$ cat config.mk
export PLATFORM = sky130hd
export DESIGN_NAME = stopwatch_counter
export DESIGN_NICKNAME = d
export VERILOG_FILES = /design/src/rtl/stopwatch_pkg.sv /design/src/rtl/bcd_digit_counter.sv /design/src/rtl/stopwatch_counter.sv
export SDC_FILE = /design/constraint.sdc
export NUM_CORES = 1
export LEC_CHECK = 0
export BUFFER_PORTS_ARGS = -buffer_cell sky130_fd_sc_hd__buf_4
export CAP_MARGIN = 20
export CORE_MARGIN = 5
export CORE_UTILIZATION = 35
export CTS_CLUSTER_SIZE = 8
export DETAILED_ROUTE_END_ITERATION = 6
export HOLD_SLACK_MARGIN = 0.12
export SLEW_MARGIN = 20
export SYNTH_ARGS = -nofsm -noshare
export SYNTH_HDL_FRONTEND = slang
export SYNTH_SLANG_ARGS = --single-unit
$ cat constraint.sdc
create_clock -name clk -period 4 [get_ports clk]
set_input_delay 0.8 -clock clk [delete_from_list [all_inputs] [get_ports clk]]
set_output_delay 0.8 -clock clk [all_outputs]
set_load 0.01 [all_outputs]
$ cat src/rtl/stopwatch_pkg.sv
// Shared types and constants for the MM:SS stopwatch: FSM states, BCD digit
// type, per-digit maxima and the active-low anode pattern for each scan slot.
package stopwatch_pkg;

    typedef enum logic [1:0] {
        IDLE  = 2'd0,
        RUN   = 2'd1,
        PAUSE = 2'd2
    } sw_state_e;

    typedef logic [3:0] bcd_t;

    localparam bcd_t SEC_UNITS_MAX = 4'd9;
    localparam bcd_t SEC_TENS_MAX  = 4'd5;
    localparam bcd_t MIN_UNITS_MAX = 4'd9;
    localparam bcd_t MIN_TENS_MAX  = 4'd5;

    localparam logic [3:0] ANODE_SEC_UNITS = 4'b1110;
    localparam logic [3:0] ANODE_SEC_TENS  = 4'b1101;
    localparam logic [3:0] ANODE_MIN_UNITS = 4'b1011;
    localparam logic [3:0] ANODE_MIN_TENS  = 4'b0111;

    function automatic logic [3:0] anode_for(input logic [1:0] idx);
        logic [3:0] a;
        case (idx)
            2'd0:    a = ANODE_SEC_UNITS;
            2'd1:    a = ANODE_SEC_TENS;
            2'd2:    a = ANODE_MIN_UNITS;
            2'd3:    a = ANODE_MIN_TENS;
            default: a = ANODE_SEC_UNITS;
        endcase
        return a;
    endfunction

    // Anything at or beyond the maximum rolls to zero, so a corrupted digit self-heals.
    function automatic bcd_t bcd_next(input bcd_t d, input bcd_t max);
        bcd_t n;
        if (d >= max) begin
            n = 4'd0;
        end else begin
            n = d + 4'd1;
        end
        return n;
    endfunction

endpackage

$ cat src/rtl/bcd_digit_counter.sv
// One BCD digit of the time cascade: counts 0..MAX when enabled, carries out
// combinationally on the wrapping step so the whole chain moves on one edge.
module bcd_digit_counter
    import stopwatch_pkg::*;
#(
    parameter bcd_t MAX = 4'd9
) (
    input  logic clk_i,
    input  logic rst_i,
    input  logic clr_i,
    input  logic en_i,
    output bcd_t digit_o,
    output logic carry_o
);

    bcd_t digit_q;
    bcd_t digit_d;

    always_comb begin
        digit_d = digit_q;
        if (clr_i) begin
            digit_d = 4'd0;
        end else if (en_i) begin
            digit_d = bcd_next(digit_q, MAX);
        end else begin
            digit_d = digit_q;
        end
    end

    always_ff @(posedge clk_i or posedge rst_i) begin
        if (rst_i) begin
            digit_q <= 4'd0;
        end else begin
            digit_q <= digit_d;
        end
    end

    assign carry_o = en_i & (digit_q >= MAX);
    assign digit_o = digit_q;

endmodule

$ cat src/rtl/stopwatch_counter.sv
// MM:SS stopwatch: start/stop/clear FSM, seconds prescaler, four-digit BCD
// cascade and a free-running scanner driving one shared bindata bus plus anodes.
module stopwatch_counter
    import stopwatch_pkg::*;
#(
    parameter int unsigned TICK_DIV    = 100_000_000,
    parameter int unsigned REFRESH_DIV = 100_000
) (
    input  logic        clk,
    input  logic        rst,
    input  logic        start_stop,
    input  logic        clear,
    output logic [3:0]  bindata,
    output logic [3:0]  anode,
    output logic        running,
    output logic [15:0] digits
);

    localparam int unsigned PW = (TICK_DIV > 32'd1) ? $clog2(TICK_DIV) : 1;
    localparam int unsigned RW = (REFRESH_DIV > 32'd1) ? $clog2(REFRESH_DIV) : 1;
    localparam logic [PW-1:0] PRESC_LAST   = PW'(TICK_DIV - 32'd1);
    localparam logic [RW-1:0] REFRESH_LAST = RW'(REFRESH_DIV - 32'd1);

    sw_state_e     state_q;
    sw_state_e     state_d;
    logic          running_q;
    logic          running_d;
    logic [PW-1:0] presc_q;
    logic [PW-1:0] presc_d;
    logic          tick_s;
    logic [RW-1:0] refresh_q;
    logic [RW-1:0] refresh_d;
    logic [1:0]    scan_idx_q;
    logic [1:0]    scan_idx_d;
    logic [3:0]    bindata_q;
    logic [3:0]    bindata_d;
    logic [3:0]    anode_q;
    logic [3:0]    anode_d;

    bcd_t sec_units_s;
    bcd_t sec_tens_s;
    bcd_t min_units_s;
    bcd_t min_tens_s;
    logic carry_su_s;
    logic carry_st_s;
    logic carry_mu_s;
    logic unused_wrap_s;

    always_ff @(posedge clk or posedge rst) begin
        if (rst) begin
            state_q   <= IDLE;
            running_q <= 1'b0;
        end else begin
            state_q   <= state_d;
            running_q <= running_d;
        end
    end

    // clear outranks start_stop when both arrive on the same cycle.
    always_comb begin
        state_d = state_q;
        if (clear) begin
            state_d = IDLE;
        end else if (start_stop) begin
            case (state_q)
                IDLE:    state_d = RUN;
                RUN:     state_d = PAUSE;
                PAUSE:   state_d = RUN;
                default: state_d = IDLE;
            endcase
        end else begin
            state_d = state_q;
        end
    end

    always_comb begin
        running_d = 1'b0;
        if (state_d == RUN) begin
            running_d = 1'b1;
        end else begin
            running_d = 1'b0;
        end
    end

    // Prescaler holds its fraction through PAUSE so a resumed second finishes on time.
    always_comb begin
        presc_d = presc_q;
        tick_s  = 1'b0;
        if (clear) begin
            presc_d = {PW{1'b0}};
        end else if (state_q == RUN) begin
            if (presc_q == PRESC_LAST) begin
                presc_d = {PW{1'b0}};
                tick_s  = 1'b1;
            end else begin
                presc_d = presc_q + PW'(1'b1);
            end
        end else begin
            presc_d = presc_q;
        end
    end

    always_ff @(posedge clk or posedge rst) begin
        if (rst) begin
            presc_q <= {PW{1'b0}};
        end else begin
            presc_q <= presc_d;
        end
    end

    bcd_digit_counter #(.MAX(SEC_UNITS_MAX)) u_sec_units (
        .clk_i   (clk),
        .rst_i   (rst),
        .clr_i   (clear),
        .en_i    (tick_s),
        .digit_o (sec_units_s),
        .carry_o (carry_su_s)
    );

    bcd_digit_counter #(.MAX(SEC_TENS_MAX)) u_sec_tens (
        .clk_i   (clk),
        .rst_i   (rst),
        .clr_i   (clear),
        .en_i    (carry_su_s),
        .digit_o (sec_tens_s),
        .carry_o (carry_st_s)
    );

    bcd_digit_counter #(.MAX(MIN_UNITS_MAX)) u_min_units (
        .clk_i   (clk),
        .rst_i   (rst),
        .clr_i   (clear),
        .en_i    (carry_st_s),
        .digit_o (min_units_s),
        .carry_o (carry_mu_s)
    );

    bcd_digit_counter #(.MAX(MIN_TENS_MAX)) u_min_tens (
        .clk_i   (clk),
        .rst_i   (rst),
        .clr_i   (clear),
        .en_i    (carry_mu_s),
        .digit_o (min_tens_s),
        .carry_o (unused_wrap_s)
    );

    // Scanner runs in every state; bindata and anode are loaded from the same index.
    always_comb begin
        refresh_d  = refresh_q;
        scan_idx_d = scan_idx_q;
        if (refresh_q == REFRESH_LAST) begin
            refresh_d  = {RW{1'b0}};
            scan_idx_d = scan_idx_q + 2'd1;
        end else begin
            refresh_d  = refresh_q + RW'(1'b1);
            scan_idx_d = scan_idx_q;
        end
    end

    always_comb begin
        bindata_d = 4'd0;
        case (scan_idx_q)
            2'd0:    bindata_d = sec_units_s;
            2'd1:    bindata_d = sec_tens_s;
            2'd2:    bindata_d = min_units_s;
            2'd3:    bindata_d = min_tens_s;
            default: bindata_d = sec_units_s;
        endcase
        anode_d = anode_for(scan_idx_q);
    end

    always_ff @(posedge clk or posedge rst) begin
        if (rst) begin
            refresh_q  <= {RW{1'b0}};
            scan_idx_q <= 2'd0;
            bindata_q  <= 4'd0;
            anode_q    <= ANODE_SEC_UNITS;
        end else begin
            refresh_q  <= refresh_d;
            scan_idx_q <= scan_idx_d;
            bindata_q  <= bindata_d;
            anode_q    <= anode_d;
        end
    end

    assign running = running_q;
    assign bindata = bindata_q;
    assign anode   = anode_q;
    assign digits  = {min_tens_s, min_units_s, sec_tens_s, sec_units_s};

endmodule

==> qor.tcl <==
set qor(power-per-cell-area_nw_per_um2) 313
set qor(clock.fmax_ghz) 0.369
set qor(cts-htree-levels) 3
set qor(fp.dieW_microns) 115
set qor(fp.dieH_microns) 115
set qor(port_buffers) 28
set qor(placementRows) 38
set qor(detailed_place_hpwl_microns) 5580
set qor(synthesis.area_per_instance_sq_um) 10.0
set qor(dpl.cell_count) 546
set qor(min-delay-path-class) {register to register}
set qor(worst-setup-path-type) {register to register}
set qor(period_needed_ps) 2710
set qor(final-hold-violation-count) 0
set qor(clock-skew-final_ps) 8.66
set qor(share_clk_of_total_power_pct) 42.4
set qor(synthArstFlopShare_pct) 100
set qor(seq_power_share_pct) 54.0
set qor(timing.critical_path.fanout_max) 28
set qor(timing.rr.end) {u_sec_units.digit_o[1]}
set qor(grt_first_pass_wirelength_microns) 13900
set qor(boundaryPins) 29
set qor(via_count_of_the_first_global_routing_pass) 2861
set qor(clkSlewWorstSetupHoldPaths_ps) 90
set qor(global_route.overflow_total) 0
set qor(power.static_leakage_uw) 0.00192
set qor(fraction_of_layout_cells_with_a_size_suffix_above_1_pct) 13.5
set qor(wire_per_inst_microns) 13.9
set qor(unrepaired_setup_endpoints_after_global_routing) {false}
set qor(initial_standard_cell_utilization_of_the_core_pct) 35.6
set qor(irDropWorstVdd_mv) 0.131
set qor(post-route-period-util_pct) 67.7
set qor(cts_hold_buf) 0
set qor(syn_nets) 408
set qor(worst_setup_ep_type) {register}
set qor(worst-endpoint-required_ps) 4190
set qor(total_placed_instance_area_sq_um) 4210
set qor(n_antenna_cell) 0
set qor(synth-seq-cells) 73
set qor(total_routing_resource_utilization_after_global_routing_pct) 13.0
set qor(clock_sinks) 73
set qor(post_cts_resize_count) 0
set qor(r2r_setup_slack_ps) 1290
set qor(vias) 2870
set qor(syn_area_sq_um) 3860
set qor(synthCells) 386
set qor(timing_max_transition_violations_final) 0
set qor(layout.cell_area.non_filler_sq_um) 4420
set qor(number_of_enable_type_register_cells_in_the_synthesized_netlist) 0
set qor(ys_types) 53
set qor(run_status) {finished, final reports clean}
set qor(design.core.area_sq_um) 10800
set qor(netSwitchingFraction_pct) 24.1
set qor(worst_skew_pair_latency_ps) 350
set qor(detailed_route_iter0_violations) 252
set qor(clock-root-buffer) {clkbuf_8}
set qor(p_int_uw) 1050
set qor(ys.flop_type) {dfrtp_1}
set qor(ant_nets) 0
set qor(total_switching_power_uw) 333
set qor(grt_start_max_net_pins) 36
set qor(clock_path_buffers) 2
set qor(yosys_warnings) 0
set qor(min_delay_startpoint) {refresh_q[4]}
set qor(tritoncts_clock_tree) {built}
set qor(power_frac_comb_pct) 3.6
set qor(drtPass1Iterations) 5
set qor(worst-r2r-cell-count) 5
set qor(routed_wl_microns) 7800
set qor(instances_no_fill) 562
set qor(setup_tns_ps) 0
set qor(postCtsSetupRepairBufs) 0
set qor(post_drt_via_cell_ratio) 5.11
set qor(areaGrowthSynthToFinish_pct) 14.3
set qor(worst_ep_arrival_time_ps) 2900
set qor(timing.final.setup_violations) 0
set qor(ys_seq_area_share_pct) 47.4
set qor(routabilityCongestion) 0.783
set qor(drcViolationCount) 0
set qor(antenna_found_initial) 0
set qor(nNetsFinal) 439
set qor(timing.critical_path.from_type) {register}
set qor(slew_worst_pin_ps) 966
set qor(crit_end) {u_sec_units.digit_o[1]}
set qor(startpoint) {presc_q[9]}
set qor(drv_cap) 0
set qor(numCtsBuffers) 9
set qor(worst_r2r_startpoint) {presc_q[9]}
set qor(fp.dieArea_sq_um) 13200
set qor(relSlewSlack_pct) 35.6
[placed cells by master (no fill, tap or decap), types with 5 or more instances in the layout]
| cell | n |
|---|---|
| dfrtp_1 | 70 |
| nor2_1 | 58 |
| buf_4 | 32 |
| xnor2_1 | 29 |
| nand2_1 | 23 |
| nand3_1 | 20 |
| inv_1 | 20 |
| ha_1 | 18 |
| nand2b_1 | 14 |
| nand4_1 | 12 |
| xor2_1 | 12 |
| mux2i_1 | 11 |
| nor3_1 | 10 |
| clkbuf_8 | 9 |
| o21ai_0 | 8 |
| and4_1 | 7 |
| a21oi_1 | 5 |
| nor4_1 | 5 |
[sequential cells by signal, summed over array words and instances (netlist names)]
| name | flops |
|---|---|
| anode | 4 |
| bindata | 4 |
| presc_q | 27 |
| refresh_q | 17 |
| running | 1 |
| scan_idx_q | 2 |
| state_q | 2 |
| u_min_tens.digit_o | 4 |
| u_min_units.digit_o | 4 |
| u_sec_tens.digit_o | 4 |
| u_sec_units.digit_o | 4 |
[cells by family after synthesis]
family	count (synthesis)	share of synthesized area, %
mux	13	3.43
compound gates	35	6.25
buf+inv	34	3.82
flops	73	47.4
xor+xnor	41	9.29
simple gates	172	24.0
fa+ha+maj	18	5.83
[worst max-delay path: stages, from the launching register on]
cell and delay, ps:
dfrtp_1 420, nor4b_1 570, nand4b_4 220, nor4_4 380, or2_1 790, o21ai_0 180
[cell usage after synthesis (10+ instances only)]
library cell	n	area (sq um)
dfrtp_1	70	1750
nor2_1	58	218
xnor2_1	29	254
nand2_1	23	86.3
inv_1	21	78.8
nand3_1	20	100
ha_1	18	225
nand2b_1	14	87.6
nand4_1	12	75.1
xor2_1	12	105
mux2i_1	11	110
nor3_1	10	50.1
[layout make-up]
class	count	area [sq um]
clock buffer	9	124
multi-input combinational	279	1890
timing repair buffer	32	240
tap	140	175
clock inverter	7	78.8
sequential	73	1830
inverter	22	82.6
fill	1061	6420
[metal layers]
metal / wire [microns] / global-route usage, % / up-vias / part of all wire [%]
met5: 0 / 0 / - / 0
met1: 3720 / 17.2 / 1401 / 48
met2: 3590 / 20.8 / 63 / 46
li1: - / - / 1397 / -
met3: 367 / 2.47 / 9 / 4.7
met4: 116 / 6.10 / 0 / 1.5
[power by group through the flow]
stage / combinational (uW) / clock (uW) / sequential (uW)
finish: 49.5 / 585 / 746
detailed placement: 51.6 / 0 / 760
global route: 57.9 / 645 / 747
global placement: 50.6 / 0 / 760
CTS: 51.7 / 607 / 746
floorplan: 36.8 / 0 / 760
[stage by stage]
stage / util (%) / power, uW / hold slack, ps / setup slack [ps]
finish: 40.7 / 1380 / 481 / 1290
global route: 40.7 / 1450 / 506 / 1000
CTS: 40.7 / 1400 / 483 / 1220
detailed placement: 38.9 / 812 / 466 / 1230
global placement: 38.9 / 811 / 461 / 1300
floorplan: - / 797 / 442 / 1350
[worst min-delay path by stage]
stage	endpoint	depth (start not counted)
2_1_floorplan	presc_q[26]	1
3_3_place_gp	refresh_q[4]	1
3_5_place_dp	refresh_q[4]	1
4_1_cts	refresh_q[4]	1
5_1_grt	refresh_q[4]	1
6_report	refresh_q[4]	1
No activity file was read; power rests on OpenSTA's default activity.
